## src/rtl/dtree_pkg.sv

```systemverilog
// Purpose: shared types and width rules for the oblique decision-tree node blocks.
// Latency: n/a (package only).
// Backpressure: n/a (package only).
package dtree_pkg;

  typedef enum logic [1:0] {
    IDLE  = 2'd0,
    ACCUM = 2'd1,
    CMP   = 2'd2,
    HOLD  = 2'd3
  } state_t;

  // Bits needed to index v items; v >= 2 is assumed by every user.
  function automatic int clog2(input int v);
    int r;
    int x;
    r = 0;
    x = v - 1;
    while (x > 0) begin
      r++;
      x = x >> 1;
    end
    return r;
  endfunction

  // Signed product width out of the multiplier.
  function automatic int width_p(input int wx, input int wa);
    return wx + wa + 1;
  endfunction

  // Accumulator width: product width plus growth for n terms.
  function automatic int width_acc(input int wp, input int n);
    return wp + clog2(n);
  endfunction

endpackage

```

## src/rtl/split_accumulator_if.sv

```systemverilog
// Purpose: bundle of the node sequencer's multiplier-side and walker-side signals.
// Latency: n/a (wiring only).
// Backpressure: result_valid/result_ready handshake toward the tree walker.
interface split_accumulator_if #(
  parameter int WIDTH_X    = 10,
  parameter int WIDTH_A    = 4,
  parameter int N_FEATURES = 8
);
  localparam int WIDTH_P   = dtree_pkg::width_p(WIDTH_X, WIDTH_A);
  localparam int WIDTH_ACC = dtree_pkg::width_acc(WIDTH_P, N_FEATURES);
  localparam int IDX_W     = dtree_pkg::clog2(N_FEATURES);

  logic                        start;
  logic signed [WIDTH_ACC-1:0] threshold;
  logic signed [WIDTH_P-1:0]   p;
  logic                        mult_en;
  logic [IDX_W-1:0]            feat_idx;
  logic                        busy;
  logic                        result_valid;
  logic                        result_ready;
  logic                        decision;
  logic signed [WIDTH_ACC-1:0] acc;

  modport master (
    output start, threshold, p, result_ready,
    input  mult_en, feat_idx, busy, result_valid, decision, acc
  );

  modport slave (
    input  start, threshold, p, result_ready,
    output mult_en, feat_idx, busy, result_valid, decision, acc
  );
endinterface

```

## src/rtl/split_datapath.sv

```systemverilog
// Purpose: accumulator, latched threshold and signed strict comparator for one node.
// Latency: one edge per strobe (clear / accumulate / compare).
// Backpressure: none; strobes come from the sequencer, which owns all flow control.
module split_datapath #(
  parameter int WIDTH_P   = 15,
  parameter int WIDTH_ACC = 18
) (
  input  logic                        clk,
  input  logic                        reset,
  input  logic                        clear,
  input  logic                        accum,
  input  logic                        cmp,
  input  logic signed [WIDTH_ACC-1:0] threshold,
  input  logic signed [WIDTH_P-1:0]   p,
  output logic signed [WIDTH_ACC-1:0] acc,
  output logic                        decision
);
  logic signed [WIDTH_ACC-1:0] acc_q;
  logic signed [WIDTH_ACC-1:0] thr_q;
  logic signed [WIDTH_ACC-1:0] p_ext;
  logic                        dec_q;

  assign p_ext = {{(WIDTH_ACC - WIDTH_P){p[WIDTH_P-1]}}, p};

  // Clear/latch on start, sum products while accumulating (wrapping), register the decision.
  always_ff @(posedge clk or negedge reset) begin
    if (!reset) begin
      acc_q <= '0;
      thr_q <= '0;
      dec_q <= 1'b0;
    end else begin
      if (clear) begin
        acc_q <= '0;
        thr_q <= threshold;
      end else if (accum) begin
        acc_q <= acc_q + p_ext;
      end
      if (cmp) begin
        dec_q <= (acc_q > thr_q);
      end
    end
  end

  assign acc      = acc_q;
  assign decision = dec_q;
endmodule

```

## src/rtl/split_accumulator.sv

```systemverilog
// Purpose: sequences N products from the multiplier into a dot product and compares to threshold.
// Latency: N_FEATURES+1 edges from accepted start to result_valid.
// Backpressure: result held until result_ready; start ignored while busy.
module split_accumulator #(
  parameter int WIDTH_X    = 10,
  parameter int WIDTH_A    = 4,
  parameter int N_FEATURES = 8
) (
  input logic               clk,
  input logic               reset,
  split_accumulator_if.slave bus
);
  import dtree_pkg::*;

  localparam int WIDTH_P   = width_p(WIDTH_X, WIDTH_A);
  localparam int WIDTH_ACC = width_acc(WIDTH_P, N_FEATURES);
  localparam int IDX_W     = clog2(N_FEATURES);
  localparam logic [IDX_W-1:0] LAST_IDX = IDX_W'(N_FEATURES - 1);

  state_t           state, state_nxt;
  logic [IDX_W-1:0] idx, idx_nxt;
  logic             clear, accum, cmp;

  // State and feature index registers.
  always_ff @(posedge clk or negedge reset) begin
    if (!reset) begin
      state <= IDLE;
      idx   <= '0;
    end else begin
      state <= state_nxt;
      idx   <= idx_nxt;
    end
  end

  // Next-state, index stepping and datapath strobes.
  always_comb begin
    state_nxt = state;
    idx_nxt   = idx;
    clear     = 1'b0;
    accum     = 1'b0;
    cmp       = 1'b0;
    case (state)
      IDLE: begin
        if (bus.start) begin
          clear     = 1'b1;
          idx_nxt   = '0;
          state_nxt = ACCUM;
        end
      end
      ACCUM: begin
        accum = 1'b1;
        if (idx == LAST_IDX) begin
          idx_nxt   = '0;
          state_nxt = CMP;
        end else begin
          idx_nxt = idx + 1'b1;
        end
      end
      CMP: begin
        cmp       = 1'b1;
        state_nxt = HOLD;
      end
      HOLD: begin
        if (bus.result_ready) begin
          state_nxt = IDLE;
        end
      end
      default: state_nxt = IDLE;
    endcase
  end

  // Outputs decode straight off registered state, so the multiplier sees no glitches.
  assign bus.mult_en      = (state == ACCUM);
  assign bus.feat_idx     = idx;
  assign bus.busy         = (state != IDLE);
  assign bus.result_valid = (state == HOLD);

  split_datapath #(
    .WIDTH_P  (WIDTH_P),
    .WIDTH_ACC(WIDTH_ACC)
  ) u_datapath (
    .clk      (clk),
    .reset    (reset),
    .clear    (clear),
    .accum    (accum),
    .cmp      (cmp),
    .threshold(bus.threshold),
    .p        (bus.p),
    .acc      (bus.acc),
    .decision (bus.decision)
  );
endmodule
```

## src/flat_wrapper.sv

```systemverilog
// flat-port wrapper written by rule: the top's interface ports become plain ports
module split_accumulator_flat import dtree_pkg::*;
#(
  parameter int WIDTH_X    = 10,
  parameter int WIDTH_A    = 4,
  parameter int N_FEATURES = 8
)
  (clk, reset, bus_start, bus_threshold, bus_p, bus_result_ready, bus_mult_en, bus_feat_idx, bus_busy, bus_result_valid, bus_decision, bus_acc);
  split_accumulator_if #(.WIDTH_X(WIDTH_X), .WIDTH_A(WIDTH_A), .N_FEATURES(N_FEATURES)) bus_i ();
  input logic clk;
  input logic reset;
  input wire logic [$bits(bus_i.start)-1:0] bus_start;
  input wire logic [$bits(bus_i.threshold)-1:0] bus_threshold;
  input wire logic [$bits(bus_i.p)-1:0] bus_p;
  input wire logic [$bits(bus_i.result_ready)-1:0] bus_result_ready;
  output wire logic [$bits(bus_i.mult_en)-1:0] bus_mult_en;
  output wire logic [$bits(bus_i.feat_idx)-1:0] bus_feat_idx;
  output wire logic [$bits(bus_i.busy)-1:0] bus_busy;
  output wire logic [$bits(bus_i.result_valid)-1:0] bus_result_valid;
  output wire logic [$bits(bus_i.decision)-1:0] bus_decision;
  output wire logic [$bits(bus_i.acc)-1:0] bus_acc;
  assign bus_i.start = bus_start;
  assign bus_i.threshold = bus_threshold;
  assign bus_i.p = bus_p;
  assign bus_i.result_ready = bus_result_ready;
  assign bus_mult_en = bus_i.mult_en;
  assign bus_feat_idx = bus_i.feat_idx;
  assign bus_busy = bus_i.busy;
  assign bus_result_valid = bus_i.result_valid;
  assign bus_decision = bus_i.decision;
  assign bus_acc = bus_i.acc;
  split_accumulator #(.WIDTH_X(WIDTH_X), .WIDTH_A(WIDTH_A), .N_FEATURES(N_FEATURES)) u_core (.clk(clk), .reset(reset), .bus(bus_i));
endmodule
```

## config.mk

```make
export PLATFORM = sky130hd
export DESIGN_NAME = split_accumulator_flat
export DESIGN_NICKNAME = d
export VERILOG_FILES = /design/src/rtl/dtree_pkg.sv /design/src/rtl/split_accumulator_if.sv /design/src/rtl/split_datapath.sv /design/src/rtl/split_accumulator.sv /design/src/flat_wrapper.sv
export SDC_FILE = /design/constraint.sdc
export NUM_CORES = 1
export LEC_CHECK = 0
export BUFFER_PORTS_ARGS = -buffer_cell sky130_fd_sc_hd__buf_2
export CELL_PAD_IN_SITES_DETAIL_PLACEMENT = 0
export CELL_PAD_IN_SITES_GLOBAL_PLACEMENT = 1
export CORE_UTILIZATION = 42
export DETAILED_ROUTE_END_ITERATION = 8
export PLACE_DENSITY = 0.8
export SLEW_MARGIN = 40
export SYNTH_ARGS = -nofsm -noshare
export SYNTH_HDL_FRONTEND = slang
export SYNTH_SLANG_ARGS = --single-unit
```

## constraint.sdc

```tcl
create_clock -name clk -period 2.9 [get_ports clk]
set_input_delay 0.145 -clock clk [delete_from_list [all_inputs] [get_ports clk]]
set_output_delay 0.145 -clock clk [all_outputs]
set_load 0.02 [all_outputs]
```

==> flow_summary.ini, run 1 <==
[power]
pwr-share-seq_pct = 27.6
pwr-share-comb_pct = 62.2
p_int_w = 0.00207
p_sw_w = 0.00185
p_clk_share_pct = 10.2
p_sw_share_pct = 47.3
powerDensity_nw_per_um2 = 1110
power.leakage_nw = 1.76
vdd_drop_max_mv = 0.480

[floorplanning]
core_um2 = 6870
rows = 30
io_pins = 62
start_util_pct = 43.8
fp.dieH_um = 86.6
dieWidth_um = 86.6
dieArea_um2 = 7510

[route]
dr.pass1.iters = 4
vias = 2586
routed_wl_um = 6970
first_iter_violations = 74
drc = 0
viasPerCell = 5.26
avgRoutedWirePerCell_um = 14.2
antenna_left = 0

[synthesis]
syn_avg_cell_area_um2 = 8.96
mappedNetlistArea_um2 = 3010
synth-main-ff-cell = dfrtp_1
yosysSeqAreaShare_pct = 34.9
synthesis.nets = 416
synth_warnings = 0
synthArstFlopShare_pct = 100
synth_seq_cells = 42
yosysUniqueCellTypes = 46
synth_edf_count = 0
synth_cells = 336

[placement]
numPlacedInstances = 483
place_hpwl_um = 5480
post_dp_cell_area_um2 = 3420
routabilityCongestion = 0.828
io_buffers = 61

[global_route]
antenna_found_initial = 0
grt_pass1_wl_um = 11300
grt_max_degree = 47
grt.total_usage_pct = 19.4
grt_pass1_vias = 2445
overflow = 0

[timing]
rsz0062_at_grt = false
setup_tns_ns = 0
max_slew_margin_pct = 63.5
skew_ns = 0.00808
finalCriticalPeriod_ns = 2.52
setup_viol = 0
fmax_ghz = 0.396
worstMarginPinSlew_ns = 0.547
maxSlewViolCount = 0
final-hold-violation-count = 0
post-route-period-util_pct = 87.0

[critical_path]
required_ns = 3.12
critPathLaunchType = register
crit_buf_inv = 0
max_stage_delay_ns = 0.43
critPathCaptureType = register
critPathSlowestCell = fa_1
crit_arrival_ns = 2.74
critPathKind = reg -> reg
cp_cell_sequence = ha_1, fa_1, a211oi_1, o211ai_1, a21oi_1, o21ai_0, and3_1, nor3_1
crit_family = compound AO/OA/AOI/OAI gates
critical_path_peak_fanout = 4

[cells_and_area]
stdcell_count = 492
antenna_cells = 0
syn_to_final_growth_pct = 17.0
multi_input_area_um2 = 1800
design_area_um2 = 3520
regArea_um2 = 1050
nFillCells = 691
fin_util_pct = 51.3
layout.nets = 475
drive_gt1_share_pct = 18.7

[cts]
cts_tree = built
cts_sinks = 42
root_buffer = clkbuf_8
cts_buffers = 5
clk_path_buf_depth = 2
htree_levels = 2
cts_resized = 0
worstSkewPairLatency_ns = 0.29
clkTransAtPathRegs_ns = 0.09

[job]
drv_cap = 0

[outcome]
run_status = completed

[min_path]
hp-class = in -> reg
-- per-stage QoR --
stage / hold WS, ns / power [W] / setup WS, ns
final: 0.0506 / 0.00392 / 0.377
after global routing: 0.0502 / 0.00433 / 0.108
after CTS: 0.0446 / 0.00396 / 0.337
after detailed placement: 0.173 / 0.00355 / 0.383
after global placement: 0.351 / 0.00349 / 0.469
after floorplan: -0.151 / 0.00289 / 0.561
-- cells in the mapped netlist, types with 2 or more instances --
library cell	instances	area, um2
dfrtp_1	42	1050
ha_1	42	526
o21ai_0	38	190
nand2_1	36	135
inv_1	28	105
nor2_1	23	86.3
a21oi_1	19	95.1
mux2i_1	11	110
a211oi_1	10	75.1
a21o_1	10	75.1
xnor2_1	8	70.1
clkbuf_1	6	22.5
nand4_1	6	37.5
nand2b_1	5	31.3
a32o_1	4	40.0
and3_1	4	25.0
nor3_1	4	20.0
buf_1	3	11.3
o211ai_1	3	22.5
o21a_1	3	22.5
a221o_1	2	20.0
clkbuf_2	2	10.0
nand3_1	2	10.0
nand3b_1	2	15.0
xor2_1	2	17.5
-- layout make-up --
class                           instances  area share [%]
Inverter                               28            2.99
Sequential cell                        42            29.9
Clock buffer                            6            2.35
Clock inverter                          2           0.355
Multi-Input combinational cell        254            51.2
Tap cell                               96            3.41
Timing Repair Buffer                   64            9.81
-- path summary, 6_finish.rpt --
path / slack [ns] / start / cells after the start / endpoint
hold reg to reg: 0.49 / u_core.u_datapath.thr_q[0] / 2 / u_core.u_datapath.thr_q[0]
min in group asynchronous: 0.38 / reset / 2 / u_core.u_datapath.thr_q[13]
hold / removal: 0.05 / bus_threshold[13] / 3 / u_core.u_datapath.thr_q[13]
max in group asynchronous: 2.13 / reset / 2 / u_core.state[1]
setup reg to reg: 0.38 / u_core.u_datapath.acc[0] / 8 / u_core.u_datapath.acc[16]
setup / recovery: 0.38 / u_core.u_datapath.acc[0] / 8 / u_core.u_datapath.acc[16]
-- metal layers --
layer / up-vias / global-route usage (%) / routed length (um)
met4: 0 / 5.45 / 51
met2: 58 / 31.6 / 3180
met5: - / 0 / 0
met1: 1200 / 26.4 / 3450
met3: 4 / 3.81 / 292
li1: 1324 / - / -
-- power groups by stage --
| stage | Clock (W) | Sequential [W] | Combinational [W] |
|---|---|---|---|
| after global routing | 0.000436 | 0.00112 | 0.00277 |
| after floorplan | 0 | 0.00119 | 0.00170 |
| after CTS | 0.000413 | 0.00108 | 0.00246 |
| after detailed placement | 0 | 0.00110 | 0.00245 |
| final | 0.000400 | 0.00108 | 0.00244 |
| after global placement | 0 | 0.00109 | 0.00241 |
-- logic make-up after synthesis --
| logic type | after synthesis | share of synthesized area (%) |
|---|---|---|
| multiplexers | 11 | 3.66 |
| flip-flops | 42 | 34.9 |
| AO/OA/AOI/OAI | 101 | 21.6 |
| AND/OR/NAND/NOR | 89 | 13.6 |
| adder cells (fa/ha/maj) | 43 | 18.1 |
| buffers and inverters | 40 | 5.11 |
| XOR/XNOR | 10 | 2.91 |
-- cell usage in the layout (no fill, tap or decap), types with 2 or more instances in the layout --
| cell type | n |
|---|---|
| o21ai_0 | 38 |
| mux2i_1 | 11 |
| a21oi_1 | 19 |
| nand3_1 | 2 |
| nand4_1 | 6 |
| and3_1 | 4 |
| inv_1 | 28 |
| nor2_1 | 23 |
| o211ai_1 | 3 |
| nand3b_1 | 2 |
| a32o_1 | 4 |
| buf_2 | 60 |
| a221o_1 | 2 |
| ha_1 | 42 |
| xor2_1 | 2 |
| dfrtp_1 | 42 |
| clkbuf_8 | 6 |
| a21o_1 | 10 |
| nor3_1 | 4 |
| buf_4 | 2 |
| o21a_1 | 3 |
| xnor2_1 | 8 |
| a211oi_1 | 10 |
| nand2b_1 | 5 |
| nand2_1 | 36 |
-- tightest hold or removal path, delay by kind of cell --
family                 cells  cell delay, ns
buffers and inverters      1            0.07
AND/OR/NAND/NOR            1            0.03
AO/OA/AOI/OAI              1            0.05
-- registers in the layout (all words and copies together), names as in the netlist --
name,count
u_core.u_datapath.thr_q,18
u_core.state,2
u_core.u_datapath.acc,18
u_core.bus.feat_idx,3
u_core.u_datapath.decision,1
-- timing repair --
action | 4_1_cts | 5_1_grt
hold endpoints to repair | 42 | 0
buffers inserted | 0 | 0
hold buffers | 1 | 0
No activity file was read; power rests on OpenSTA's default activity.
==> inputs of run 2 (changes only) <==
- CORE_MARGIN: unset -> 2
- PLACE_DENSITY: 0.8 -> 0.81
==> run 2 against run 1 <==
Fmax decreased by 0.85%. Non-clock buffer count rose by 1. Register-to-register slack worse by 0.02 ns. Final cell count up 0.20%. Global-route usage is 0.10 points higher. Wire length is 0.62% higher. Clock skew rose by 0.0017 ns. Largest cell class unchanged. Largest power group unchanged. Highest routed layer unchanged.
==> flow_summary.ini, run 2 (synthesis gave the netlist of run 1 again) <==
[critical_path]
critPathKind = reg -> reg
critPathSlowestCell = fa_1
crit_family = compound AO/OA/AOI/OAI gates
cp_cell_sequence = ha_1, fa_1, a211oi_1, o211ai_1, a21oi_1, o21ai_0, and3_1, nor3_1
crit_buf_inv = 0
required_ns = 3.12
r2r_setup_slack_ns = 0.36
critPathCaptureType = register
crit_arrival_ns = 2.76
critical_path_peak_fanout = 4
critPathLaunchType = register
max_stage_delay_ns = 0.43

[cells_and_area]
drive_gt1_share_pct = 18.9
nFillCells = 704
final_cell_mix = buf_2, ha_1, dfrtp_1
antenna_cells = 0
fin_util_pct = 51.1
mostFrequentLayoutCell = buf_2
syn_to_final_growth_pct = 16.8
layout.nets = 476

[floorplanning]
core_um2 = 6870
dieArea_um2 = 7860
dieWidth_um = 88.6
fp.dieH_um = 88.6
start_util_pct = 43.8
rows = 30
io_pins = 62

[cts]
cts_tree = built
cts_buffers = 5
cts_sinks = 42
post-cts-setup-buffers = 0
worstSkewPairLatency_ns = 0.30
clk_path_buf_depth = 2
htree_levels = 2
clkTransAtPathRegs_ns = 0.09
root_buffer = clkbuf_8

[global_route]
grt_pass1_wl_um = 12100
antenna_found_initial = 0
grt.total_usage_pct = 19.5
grt_max_degree = 47
overflow = 0
grt_pass1_vias = 2564

[power]
p_sw_w = 0.00187
vdd_drop_max_mv = 0.420
power.leakage_nw = 1.75
pwr-share-comb_pct = 62.1
powerDensity_nw_per_um2 = 1110
p_sw_share_pct = 47.8
p_clk_share_pct = 10.1
pwr-share-seq_pct = 27.8
p_int_w = 0.00204

[job]
drv_cap = 0

[timing]
skew_ns = 0.00976
setup_viol = 0
post-route-period-util_pct = 87.8
final-hold-violation-count = 0
maxSlewViolCount = 0
finalCriticalPeriod_ns = 2.54
setup_tns_ns = 0
worstMarginPinSlew_ns = 0.536
rsz0062_at_grt = false
max_slew_margin_pct = 64.3
fmax_ghz = 0.393

[placement]
routabilityCongestion = 0.840
io_buffers = 61
place_hpwl_um = 5540

[route]
drc = 0
vias = 2607
routed_wl_um = 7010
dr.pass1.iters = 4
avgRoutedWirePerCell_um = 14.2
viasPerCell = 5.29
antenna_left = 0
first_iter_violations = 96

[outcome]
run_status = completed

[min_path]
hp-class = in -> reg
run 2: worst min-delay path, cell delays in order:
cell	delay, ns
buf_2	0.08
nand2_1	0.03
o21ai_0	0.06
run 2: per-layer routing:
metal	vias to the layer above	wire, um	global-route usage (%)
met1	1219	3410	28.2
met4	0	48	3.44
li1	1329	-	-
met3	4	377	3.82
met2	55	3180	30.8
met5	-	0	0
run 2: repair_timing:
action,4_1_cts,5_1_grt
endpoints found under the hold margin,42,0
setup endpoints to repair,0,0
gates resized for setup,0,0
hold buffers,1,0
run 2: final timing paths:
path                                       startpoint                     endpoint  cells past startpoint
max reg2reg                  u_core.u_datapath.acc[0]    u_core.u_datapath.acc[16]                      8
min                                 bus_threshold[13]  u_core.u_datapath.thr_q[13]                      3
max in group asynchronous                       reset     u_core.u_datapath.acc[1]                      2
min in group asynchronous                       reset  u_core.u_datapath.thr_q[13]                      2
min reg2reg                u_core.u_datapath.thr_q[0]   u_core.u_datapath.thr_q[0]                      2
max                          u_core.u_datapath.acc[0]    u_core.u_datapath.acc[16]                      8
run 2: area by class of cell:
class	count	area, um2	share of cell area (%)
Clock inverter	3	23.8	0.677
Sequential cell	42	1050	29.9
Multi-Input combinational cell	254	1800	51.4
Tap cell	96	120	3.42
Timing Repair Buffer	65	340	9.69
Inverter	28	105	2.99
Clock buffer	5	68.8	1.96
run 2: power by group through the flow:
stage | combinational, W | clock (W) | sequential [W]
after global placement | 0.00240 | 0 | 0.00109
after CTS | 0.00245 | 0.000406 | 0.00109
after detailed placement | 0.00244 | 0 | 0.00110
final | 0.00243 | 0.000393 | 0.00109
after floorplan | 0.00170 | 0 | 0.00119
after global routing | 0.00278 | 0.000435 | 0.00113
run 2: through the flow:
step | setup slack (ns) | total power [W] | instances | hold slack (ns) | instance area [um2]
finish | 0.355 | 0.00391 | 493 | 0.0457 | 3510
floorplan | 0.561 | 0.00289 | 336 | -0.151 | 3010
CTS | 0.359 | 0.00395 | 493 | 0.0449 | 3510
global route | 0.121 | 0.00435 | 493 | 0.0422 | 3510
detailed placement | 0.393 | 0.00354 | 484 | 0.164 | 3410
global placement | 0.488 | 0.00349 | 484 | 0.346 | 3410
